==> src/rtl/ahfp_pkg.sv <==
// ahfp_pkg: single-precision field widths, special encodings and operand classes shared by the ahfp stages
package ahfp_pkg;
  localparam int FP_BIAS = 127;
  localparam int FP_EXP_W = 8;
  localparam int FP_MAN_W = 23;
  localparam logic [31:0] FP_QNAN = 32'h7FC00000;
  localparam logic [FP_EXP_W-1:0] FP_INF_EXP = 8'hFF;
  localparam logic [1:0] CLS_ZERO = 2'd0;
  localparam logic [1:0] CLS_NORM = 2'd1;
  localparam logic [1:0] CLS_INF = 2'd2;
  localparam logic [1:0] CLS_NAN = 2'd3;
  typedef struct packed {
    logic [1:0] cls;
    logic sign;
    logic [FP_EXP_W-1:0] exp;
    logic [FP_MAN_W:0] man;
  } fp_unpk_t;
endpackage

==> src/rtl/ahfp_classify.sv <==
// ahfp_classify: unpacks a single-precision word; denormals are reported as zero (flush-to-zero)
module ahfp_classify
  import ahfp_pkg::*;
(
  input  logic [31:0] x,
  output fp_unpk_t    u
);
  logic [FP_EXP_W-1:0] e;
  logic f_nz;
  assign e = x[30:23];
  assign f_nz = |x[22:0];
  always_comb begin
    u.sign = x[31];
    u.exp = e;
    u.man = {|e, x[22:0]};
    u.cls = (e == '0) ? CLS_ZERO : (e == FP_INF_EXP) ? (f_nz ? CLS_NAN : CLS_INF) : CLS_NORM;
  end
endmodule

==> src/rtl/ahfp_mul_pipe.sv <==
// ahfp_mul_pipe: three-stage IEEE-754 single multiplier (multiply, normalise/round, pack) with valid tracking
module ahfp_mul_pipe
  import ahfp_pkg::*;
#(
  parameter int LATENCY = 3,
  parameter int FLUSH_DEN = 1
) (
  input  logic        clk,
  input  logic        rst_n,
  input  logic        clk_en,
  input  logic        in_valid,
  input  logic [31:0] dataa,
  input  logic [31:0] datab,
  output logic [31:0] result,
  output logic        out_valid
);
  if (LATENCY != 3 || FLUSH_DEN != 1) begin : g_cfg
    $error("ahfp_mul_pipe supports only LATENCY=3 and FLUSH_DEN=1");
  end
  fp_unpk_t ua, ub;
  ahfp_classify u_cls_a (.x(dataa), .u(ua));
  ahfp_classify u_cls_b (.x(datab), .u(ub));
  logic a_zero, b_zero, a_inf, b_inf;
  logic nan0, inf0, zero0;
  logic signed [9:0] e_sum;
  logic [47:0] prod;
  assign a_zero = ua.cls == CLS_ZERO;
  assign b_zero = ub.cls == CLS_ZERO;
  assign a_inf = ua.cls == CLS_INF;
  assign b_inf = ub.cls == CLS_INF;
  assign nan0 = (ua.cls == CLS_NAN) | (ub.cls == CLS_NAN) | (a_zero & b_inf) | (a_inf & b_zero);
  assign inf0 = a_inf | b_inf;
  assign zero0 = a_zero | b_zero;
  assign e_sum = 10'({2'b0, ua.exp} + {2'b0, ub.exp} - 10'(FP_BIAS));
  assign prod = 48'(ua.man) * 48'(ub.man);
  logic s1_v, s1_sign, s1_nan, s1_inf, s1_zero;
  logic signed [9:0] s1_exp;
  logic [47:0] s1_prod;
  logic hi, g, st, rnd;
  logic [23:0] m24;
  logic [24:0] m25;
  logic signed [9:0] e_n;
  assign hi = s1_prod[47];
  assign m24 = hi ? s1_prod[47:24] : s1_prod[46:23];
  assign g = hi ? s1_prod[23] : s1_prod[22];
  assign st = hi ? |s1_prod[22:0] : |s1_prod[21:0];
  assign rnd = g & (st | m24[0]);
  assign m25 = {1'b0, m24} + 25'(rnd);
  assign e_n = s1_exp + 10'(hi) + 10'(m25[24]);
  logic s2_v, s2_sign, s2_nan, s2_inf, s2_zero;
  logic signed [9:0] s2_exp;
  logic [FP_MAN_W-1:0] s2_frac;
  logic [31:0] res_n;
  // no leading one after rounding can only come from a flushed operand
  always_comb begin
    res_n = s2_nan ? FP_QNAN
          : s2_inf ? {s2_sign, FP_INF_EXP, 23'h0}
          : s2_zero ? {s2_sign, 31'h0}
          : (s2_exp >= 10'sd255) ? {s2_sign, FP_INF_EXP, 23'h0}
          : (s2_exp <= 10'sd0) ? {s2_sign, 31'h0}
          : {s2_sign, s2_exp[7:0], s2_frac};
  end
  always_ff @(posedge clk or negedge rst_n) begin
    if (!rst_n) begin
      s1_v <= 1'b0;
      s1_sign <= 1'b0;
      s1_nan <= 1'b0;
      s1_inf <= 1'b0;
      s1_zero <= 1'b0;
      s1_exp <= '0;
      s1_prod <= '0;
      s2_v <= 1'b0;
      s2_sign <= 1'b0;
      s2_nan <= 1'b0;
      s2_inf <= 1'b0;
      s2_zero <= 1'b0;
      s2_exp <= '0;
      s2_frac <= '0;
      out_valid <= 1'b0;
      result <= '0;
    end else if (clk_en) begin
      s1_v <= in_valid;
      s1_sign <= ua.sign ^ ub.sign;
      s1_nan <= nan0;
      s1_inf <= inf0;
      s1_zero <= zero0;
      s1_exp <= e_sum;
      s1_prod <= prod;
      s2_v <= s1_v;
      s2_sign <= s1_sign;
      s2_nan <= s1_nan;
      s2_inf <= s1_inf;
      s2_zero <= s1_zero | ~(m25[24] | m25[23]);
      s2_exp <= e_n;
      s2_frac <= m25[22:0];
      out_valid <= s2_v;
      result <= res_n;
    end
  end
endmodule

==> config.mk <==
export PLATFORM = sky130hd
export DESIGN_NAME = ahfp_mul_pipe
export DESIGN_NICKNAME = d
export VERILOG_FILES = /design/src/rtl/ahfp_pkg.sv /design/src/rtl/ahfp_classify.sv /design/src/rtl/ahfp_mul_pipe.sv
export SDC_FILE = /design/constraint.sdc
export NUM_CORES = 2
export LEC_CHECK = 0
export CAP_MARGIN = 30
export CORE_MARGIN = 1.5
export CORE_UTILIZATION = 64
export CTS_CLUSTER_DIAMETER = 40
export DETAILED_ROUTE_END_ITERATION = 7
export GPL_ROUTABILITY_DRIVEN = 1
export PLACE_DENSITY_LB_ADDON = 0.3
export SYNTH_ARGS = -nofsm -noshare
export SYNTH_HDL_FRONTEND = slang
export SYNTH_SLANG_ARGS = --single-unit
==> constraint.sdc <==
create_clock -name clk -period 5.1 [get_ports clk]
set_input_delay 1.02 -clock clk [delete_from_list [all_inputs] [get_ports clk]]
set_output_delay 1.02 -clock clk [all_outputs]
set_load 0.005 [all_outputs]
Yosys cells after proc, flatten, opt, wreduce, memory -nomap -nowiden
Cells that the tools add are included.
{ "word_totals": {"out_inout_bits": 33, "inputBits": 68, "regBits": 134, "word_cells": 67} }
{ "classes": {"n_mul": 1, "magnitude_cmp": 2, "n_mux": 14, "addsub": 5, "eq_ne": 6, "bitwise": 13, "reduce_logical": 10} }
{ "op_table": {"columns": ["op", "n"], "rows": [
  ["$mux 31", 4],
  ["$reduce_or 23->1", 3],
  ["$mul 24x24->48", 1],
  ["$mux 32", 1],
  ["$add 24x1->25", 1],
  ["$mux 24", 1],
  ["$reduce_or 22->1", 1],
  ["$add 10x1->10", 2],
  ["$eq 8x8->1 const B", 2],
  ["$logic_not 8->1", 2],
  ["$reduce_or 8->1", 2],
  ["$ge 10x9->1 const B", 1],
  ["$le 10x1->1 const B", 1],
  ["$sub 9x7->10 const B", 1],
  ["$add 8x8->9", 1],
  ["$eq 2x2->1 const B", 4],
  ["$mux 2", 4],
  ["$or 1x1->1", 8],
  ["$logic_not 2->1", 2],
  ["$mux 1", 4],
  ["$and 1x1->1", 3],
  ["$not 1->1", 1],
  ["$xor 1x1->1", 1]
]} }

Longest topological paths before layout
{ "logic_depth": {"ltp_word": 8, "ltp_mapped": 26, "mapped_depth_nobuf": 24} }

Cells and area by module
From an unflattened synthesis, not the netlist that was laid out.
{ "hier_totals": {"hier_cells": 2882, "hier_area_um2": 26255.2} }
{ "modules_own_cells": {"columns": ["module", "area_each_um2", "n_inst", "cells_per_inst", "seq_area_each_um2"], "rows": [
  ["ahfp_mul_pipe", 25577.0, 1, 2788, 3353.2],
  ["ahfp_classify", 339.1, 2, 47, 0.0]
]} }

Least setup slack after synthesis
OpenSTA, ideal clock, no wires.
{ "synth_path": {"kind": "input to register", "startpoint": "in dataa[23]", "endpoint": "reg s1_prod[42]", "path_slack_ps": -2425, "stages": 24, "t_required_ps": 4975, "setup_time_ps": 125, "arrival_time_ps": 7400, "n_path_buf": 1, "cell_sequence": "nor4_1 nand2_1 clkbuf_1 and2_1 fa_1 fa_1 fa_1 inv_1 fa_1 inv_1 fa_1 inv_1 fa_1 inv_1 fa_1 ha_1 a21oi_1 o21ai_1 a41o_1 a311oi_4 o41ai_4 a311oi_4 xnor2_1 mux2_4"} }
{ "synth_between": {"elab_chain_cells": 2} }
{ "synth_lines": {"columns": ["element", "line_no", "rtl"], "rows": [
  ["from (decl)", "ahfp_mul_pipe.sv:12", "input logic [31:0] dataa,"],
  ["$reduce_or 8->1", "ahfp_classify.sv:15", "u.man = {|e, x[22:0]};"],
  ["$mul 24x24->48", "ahfp_mul_pipe.sv:35", "assign prod = 48'(ua.man) * 48'(ub.man);"],
  ["to (signal assigned)", "ahfp_mul_pipe.sv:88", "s1_prod <= prod;"],
  ["to (decl)", "ahfp_mul_pipe.sv:38", "logic [47:0] s1_prod;"]
]} }
Every way passes these cells.
A chain may end at the register's enable or synchronous reset.

Final worst setup path
{ "layout_path": {"startpoint": "in dataa[27]", "endpoint": "reg s1_prod[34]"} }
Same word-level chain as after synthesis.

==> results.py <==
metrics = {
    "route": {
        "dr.pass1.iters": 8,
        "drcViolationCount": 288,
        "drt-initial-drc-count": 3901,
        "vias": 25200,
        "via_per_inst": 6.66,
        "postRouteAntennaNets": 0,
        "wl_mm": 107,
        "routedWlPerCell_um": 28.2,
    },
    "logic_synthesis": {
        "syn-instance-count": 2818,
        "async_flop_share_pct": 100,
        "synth-edff-count": 0,
        "synth_seq_cells": 134,
        "synth_area_mm2": 0.0256,
        "synth_top_flop_cell": "dfrtp_1",
        "ys_types": 66,
        "synth_fp_nets": 3561,
        "synthTopCellsByArea": "fa_1, dfrtp_1, ha_1, inv_1, nand2_1",
        "syn_area_per_cell_um2": 9.09,
        "yosys.area.top_type": "fa_1",
        "ys_seq_area_share_pct": 13.1,
        "yosys_warnings": 0,
        "synth_top_area_share_pct": 37.8,
    },
    "die": {
        "die_w_um": 203,
        "rows": 73,
        "start_util_pct": 64.7,
        "core_area_mm2": 0.0396,
        "die_area_mm2": 0.0413,
        "io_pins": 101,
        "chipHeight_um": 203,
    },
    "timing": {
        "finalSetupViolCount": 40,
        "rsz0062_at_grt": "true",
        "finalClockSkew_ns": 0.0117,
        "tightest_slew_ns": 0.951,
        "whs_ns": 0.502,
        "post-route-period-util_pct": 168,
        "slew_headroom_pct": 36.0,
        "period_needed_ns": 8.56,
        "finalHoldViolCount": 0,
        "setup_ws_ns": -3.46,
        "slew_violations": 0,
        "fmax_ghz": 0.117,
    },
    "worst_setup_path": {
        "path_buf_inv": 7,
        "slowest_stage": "fa_1",
        "critPathLaunch": "dataa[27]",
        "cp.arrival_ns": 8.86,
        "end_kind": "register",
        "crit_path_cell_trace": "clkdlybuf4s15_1, nor4_4, nand2_2, buf_4, buf_12, nand2_1, fa_1, inv_1, ha_1, fa_1, inv_1, fa_1, fa_2, fa_1, fa_1, inv_1, ha_4, and3_4, nand2_2, o41ai_4, buf_4, a31oi_4, xnor2_1, mux2_4",
        "cp.required_ns": 5.41,
        "startpoint_type": "input port",
        "path_class": "in -> reg",
        "cp_slowest_stage_delay_ns": 0.82,
        "cp_top_family": "adder cells",
        "worstReg2RegStart": "s1_prod[47]",
        "cpMostUsedCell": "fa_1",
        "critPathMaxFanout": 24,
    },
    "clock_network": {
        "h-tree-depth": 4,
        "cts_tree": "done",
        "numCtsBuffers": 17,
        "clk_latency_ns": 0.42,
        "clock_sinks": 134,
        "cts.hold.buffers_added": 0,
        "root_buffer": "clkbuf_16",
        "path_clk_slew_ns": 0.06,
        "cts_buffer_depth": 2,
    },
    "min_path": {
        "min_from": "result[3]",
        "worst_hold_path_type": "reg -> reg",
    },
    "placed_design": {
        "dpl.hpwl_mm": 55.5,
        "gp_congestion": 0.953,
        "place_ws_ns": -2.79,
        "portBuffers": 100,
    },
    "run": {
        "maxCapViolations": 0,
    },
    "status": {
        "violations": "DRC, setup timing",
        "status": "finished with violations",
    },
    "grt": {
        "grt_pass1_vias": 26100,
        "antenna_found_initial": 10,
        "grt_pass1_wl_mm": 137,
        "track_usage_pct": 43.5,
        "grt_max_degree": 87,
        "overflow": 0,
    },
    "cells_and_area": {
        "mostFrequentLayoutCell": "inv_1",
        "fillCellCount": 1808,
        "final_net_count": 3981,
        "syn2layout_area_growth_pct": 31.8,
        "layout-drive-gt1-share_pct": 29.5,
        "final_cell_mix": "inv_1, fa_1, nand2_1",
    },
}
==> per-layer routing <==
layer,track usage [%],up-vias,share of wire [%]
li1,-,9504,-
met1,46.8,12000,28
met2,72.7,2414,43
met3,12.6,1211,16
met4,33.1,22,12
met5,0,-,0.49
==> cell type report <==
type | instances | area, um2 | area share, %
diodes | 8 | 20.0 | 0.0593
clock buffers | 20 | 457 | 1.35
flip-flops and latches | 134 | 3350 | 9.93
repair buffers | 556 | 5470 | 16.2
clock inverters | 12 | 151 | 0.448
inverters | 545 | 2050 | 6.07
multi-input cells | 1984 | 21600 | 64.0
well taps | 525 | 657 | 1.95
==> per-stage QoR <==
| stage | std cells | util (%) | area (um2) | setup TNS (ns) |
|---|---|---|---|---|
| 3_3_place_gp | 3619 | 75.3 | 29800 | -89.54 |
| 3_5_place_dp | 3620 | 75.3 | 29900 | -93.29 |
| 4_1_cts | 3747 | 82.9 | 32900 | -58.65 |
| 5_1_grt | 3778 | 85.2 | 33800 | -97.95 |
| 2_1_floorplan | 2818 | - | 26500 | -51.27 |
| 6_report | 3784 | 85.2 | 33800 | -96.31 |
==> cells in the mapped netlist (7+ instances only) <==
master / instances
mux2_2: 58
fa_1: 484
and2_1: 234
dfrtp_1: 134
clkbuf_1: 143
o21ai_0: 56
a21o_1: 22
nand2_1: 439
nand3_1: 37
a21oi_1: 83
buf_2: 7
nor3_1: 19
a31oi_1: 10
a21boi_0: 10
nand4_1: 19
o21bai_1: 12
xnor2_1: 45
a22o_1: 21
xor2_1: 33
and3_1: 16
o211ai_1: 15
nor4_1: 22
inv_1: 544
mux2i_1: 10
ha_1: 191
nor2_1: 69
==> path summary, 6_finish.rpt <==
kind,depth (start not counted),end,slack [ns]
worst max register to register,14,s2_exp[9],0.77
max in group asynchronous,2,s1_prod[47],3.25
worst min register to register,1,result[3],0.50
min in group asynchronous,1,result[8],0.65
worst max-delay path,24,s1_prod[34],-3.46
worst min-delay path,1,result[3],0.50
==> cells by family after synthesis <==
logic type               count (synthesis)  synth area share [%]
multiplexers                            70                  3.09
XOR/XNOR                                78                  2.67
flip-flops                             134                  13.1
AND/OR/NAND/NOR                        883                  16.4
AO/OA/AOI/OAI                          278                  7.34
buffers and inverters                  700                  10.3
adder cells (fa/ha/maj)                675                  47.1
==> flip-flops by register name, indices dropped and copies added (netlist names) <==
register and flops:
s2_exp 10, s1_nan 1, s1_zero 1, result 32, s1_sign 1, s2_zero 1
out_valid 1, s2_nan 1, s2_sign 1, s1_inf 1, s2_v 1, s1_exp 10
s1_v 1, s1_prod 48, s2_frac 23, s2_inf 1
==> what timing repair did <==
item	CTS	global route
setup buffers	88	43
gates cloned	10	0
pin swaps	172	124
resized for setup	643	207
setup endpoints to repair	41	41
Power is left out: the tool's default activity adds up to more than one toggle a clock period on the data nets, which glitch-free logic cannot reach.
==> edit, RTL diff (config.mk and constraints unchanged) <==
Register the input `dataa` before use, with the module's reset. The logic sees it one clock later. The other inputs are not delayed to match.
--- a/src/rtl/ahfp_mul_pipe.sv
+++ b/src/rtl/ahfp_mul_pipe.sv
@@ -14,11 +14,22 @@
   output logic [31:0] result,
   output logic        out_valid
 );
+
+  logic [31:0] dataa_q;
+
+  always_ff @(posedge clk or negedge rst_n) begin
+    if (!rst_n) begin
+      dataa_q <= '0;
+    end else begin
+      dataa_q <= dataa;
+    end
+  end
+
   if (LATENCY != 3 || FLUSH_DEN != 1) begin : g_cfg
     $error("ahfp_mul_pipe supports only LATENCY=3 and FLUSH_DEN=1");
   end
   fp_unpk_t ua, ub;
-  ahfp_classify u_cls_a (.x(dataa), .u(ua));
+  ahfp_classify u_cls_a (.x(dataa_q), .u(ua));
   ahfp_classify u_cls_b (.x(datab), .u(ub));
   logic a_zero, b_zero, a_inf, b_inf;
   logic nan0, inf0, zero0;
Check against the original RTL: not equivalent (Yosys sat finds a counterexample within 4 cycles, from zero or initial values and one cycle with rst_n low).
==> edit against the unedited design <==
Sequential share of layout area grew 2.2 points. Critical endpoint is now s1_prod[46]. The flow still finishes with violations (DRC, setup timing). Routed wire length fell by 11%. Setup slack better by 1100 ps. Via count is 4.1% lower. Sequential cell count is 32 higher. Final area grew 1.2%. Area after synthesis up 3.6%.
Power is left out: the tool's default activity adds up to more than one toggle a clock period on the data nets, which glitch-free logic cannot reach.
==> edit: results (changes against the unedited design) <==
• sky130_fd_sc_hd__dfrtp_1 — predominant post-synthesis flop cell
• 1,994 — multi-input gates, +0.50%
• 7 — maximum fanout count along the critical path, -71%
• 0.6886 — met2 track demand over resource, -0.03889
• 9 — n_diodes, +1
• 84 — number of buffers inserted by post-CTS setup repair, -4.5%
• 650 ps — max incr delay on CP, -170 ps
• 0.01681 — clock buffer and inverter area fraction after layout, -0.001196
• -2405 ps — final worst-path setup slack, +1052 ps
• 81 — number of distinct library cell variants in the gate-level netlist after synthesis, +23%
• 19 — number of clock buffers in the layout, -5.0%
• 25,510 — number of global-route vias before repair, -2.3%
• 536 x sky130_fd_sc_hd__inv_1, 484 x sky130_fd_sc_hd__fa_1, 432 x sky130_fd_sc_hd__nand2_1 — commonest cells in the synthesized netlist
• 11 — initial antenna violation count, +1
• 0.3266 — worst slew margin relative to its limit, -0.03384
• sky130_fd_sc_hd__fa_1 36%, sky130_fd_sc_hd__dfrtp_1 16%, sky130_fd_sc_hd__ha_1 9.0%, sky130_fd_sc_hd__inv_1 7.6%, sky130_fd_sc_hd__nand2_1 6.1% — top post-synthesis cells by area
• -2720 ps — pre-CTS worst setup slack, +72.20 ps
• 4,018 — final net count, +0.93%
• 0.9333 — weighted congestion reported at the end of routability-driven placement, -2.1%
• 3,668 — cell count after placement, +1.3%
• 59,800 µm — detailed-placement wirelength estimate, +7.8%
• 70 ps — CTS clk-pin slew, worst paths
• 7870 ps — arrival time worst endpoint, -990 ps
• 0.004155 mm² — Reg area, +24%
• 0.6281 — share of cell area taken by multi-input logic gates, -0.01189
• 4 — H-tree depth, unchanged
• 2,442 — initial detailed-routing violation count, -37%
• 0.03097 mm² — post-detailed-placement cell area, +3.7%
• 0.4129 — global-route total usage across every layer, -0.02239
• 166 — #FFs+latches synth, +24%
• 37.49 ps — worst clock skew, +25.77 ps
• 133,000 µm — global-route wire length before repair, -3.1%
• 480 ps — clock network latency to the later pin of the worst-skew pair, +60 ps
• 29,560 µm — DRT met1 WL, -2.0%
• 537 — number of ordinary inverters in the final layout, -1.5%
• 0.8349 — final core area utilization, -0.01709
• finished, violations left — run status
• 0.1077 — met3 usage in global routing, -0.01831
• 40 — setup-violating endpoint count in the final report, unchanged
• 559 — Repair and plain buffers, +0.54%
• 11,950 µm — total met3 wirelength after detailed routing, -28%
• -74,150 ps — setup total negative slack, +22,160 ps
• DRC, setup timing — failing checks
• 0.4613 — met1 Use GR, -0.006516
• 3,828 — count of placed standard cells in the final layout, fillers left out, +1.2%
• 0.1564 — sequential cell area fraction in the yosys report, +0.02559
• 24.89 µm — Wirelength per Cell, -12%
• 372 — post_cts resized, -42%
• 9.317 µm² — syn avg cell area, +2.4%
• 0.1542 — Non-clock buffers, area share, -0.007691
• 1 — DRC violation count after routing, -99.7%
• 43,700 µm — total met2 wirelength after detailed routing, -5.6%
• s1_prod (48), dataa_q (32), result (32) — largest registers ranked by flip-flop count
• 2,116 — filler cell count, +17%
• 6.309 — ratio of routed vias to standard cells, -5.2%
• 0.2711 — share of post-route cells with drive strength above 1, -0.02392
• 3,593 — net count after synthesis, +0.90%
[edit: logic make-up (layout without fill, tap and decap cells)]
group | Yosys count | in the layout | share of synthesized area
simple gates | 875 | 876 | 0.1581
buf+inv | 691 | 1127 | 0.09834
fa+ha+maj | 675 | 675 | 0.4549
compound gates | 290 | 290 | 0.07487
flops | 166 | 166 | 0.1564
xor+xnor | 77 | 77 | 0.02540
mux | 76 | 76 | 0.03195
other cells | 0 | 9 | 0
[edit: worst paths after layout]
kind | startpoint | end | slack, ps | depth (start not counted)
worst max register to register | dataa_q[13] | s1_prod[46] | -2350 | 24
worst min register to register | s2_frac[6] | s2_frac[6] | 500 | 1
worst min-delay path | s2_frac[6] | s2_frac[6] | 500 | 1
max in group asynchronous | rst_n | s2_frac[5] | 3250 | 2
min in group asynchronous | rst_n | result[29] | 640 | 1
worst max-delay path | datab[3] | s1_prod[46] | -2410 | 26
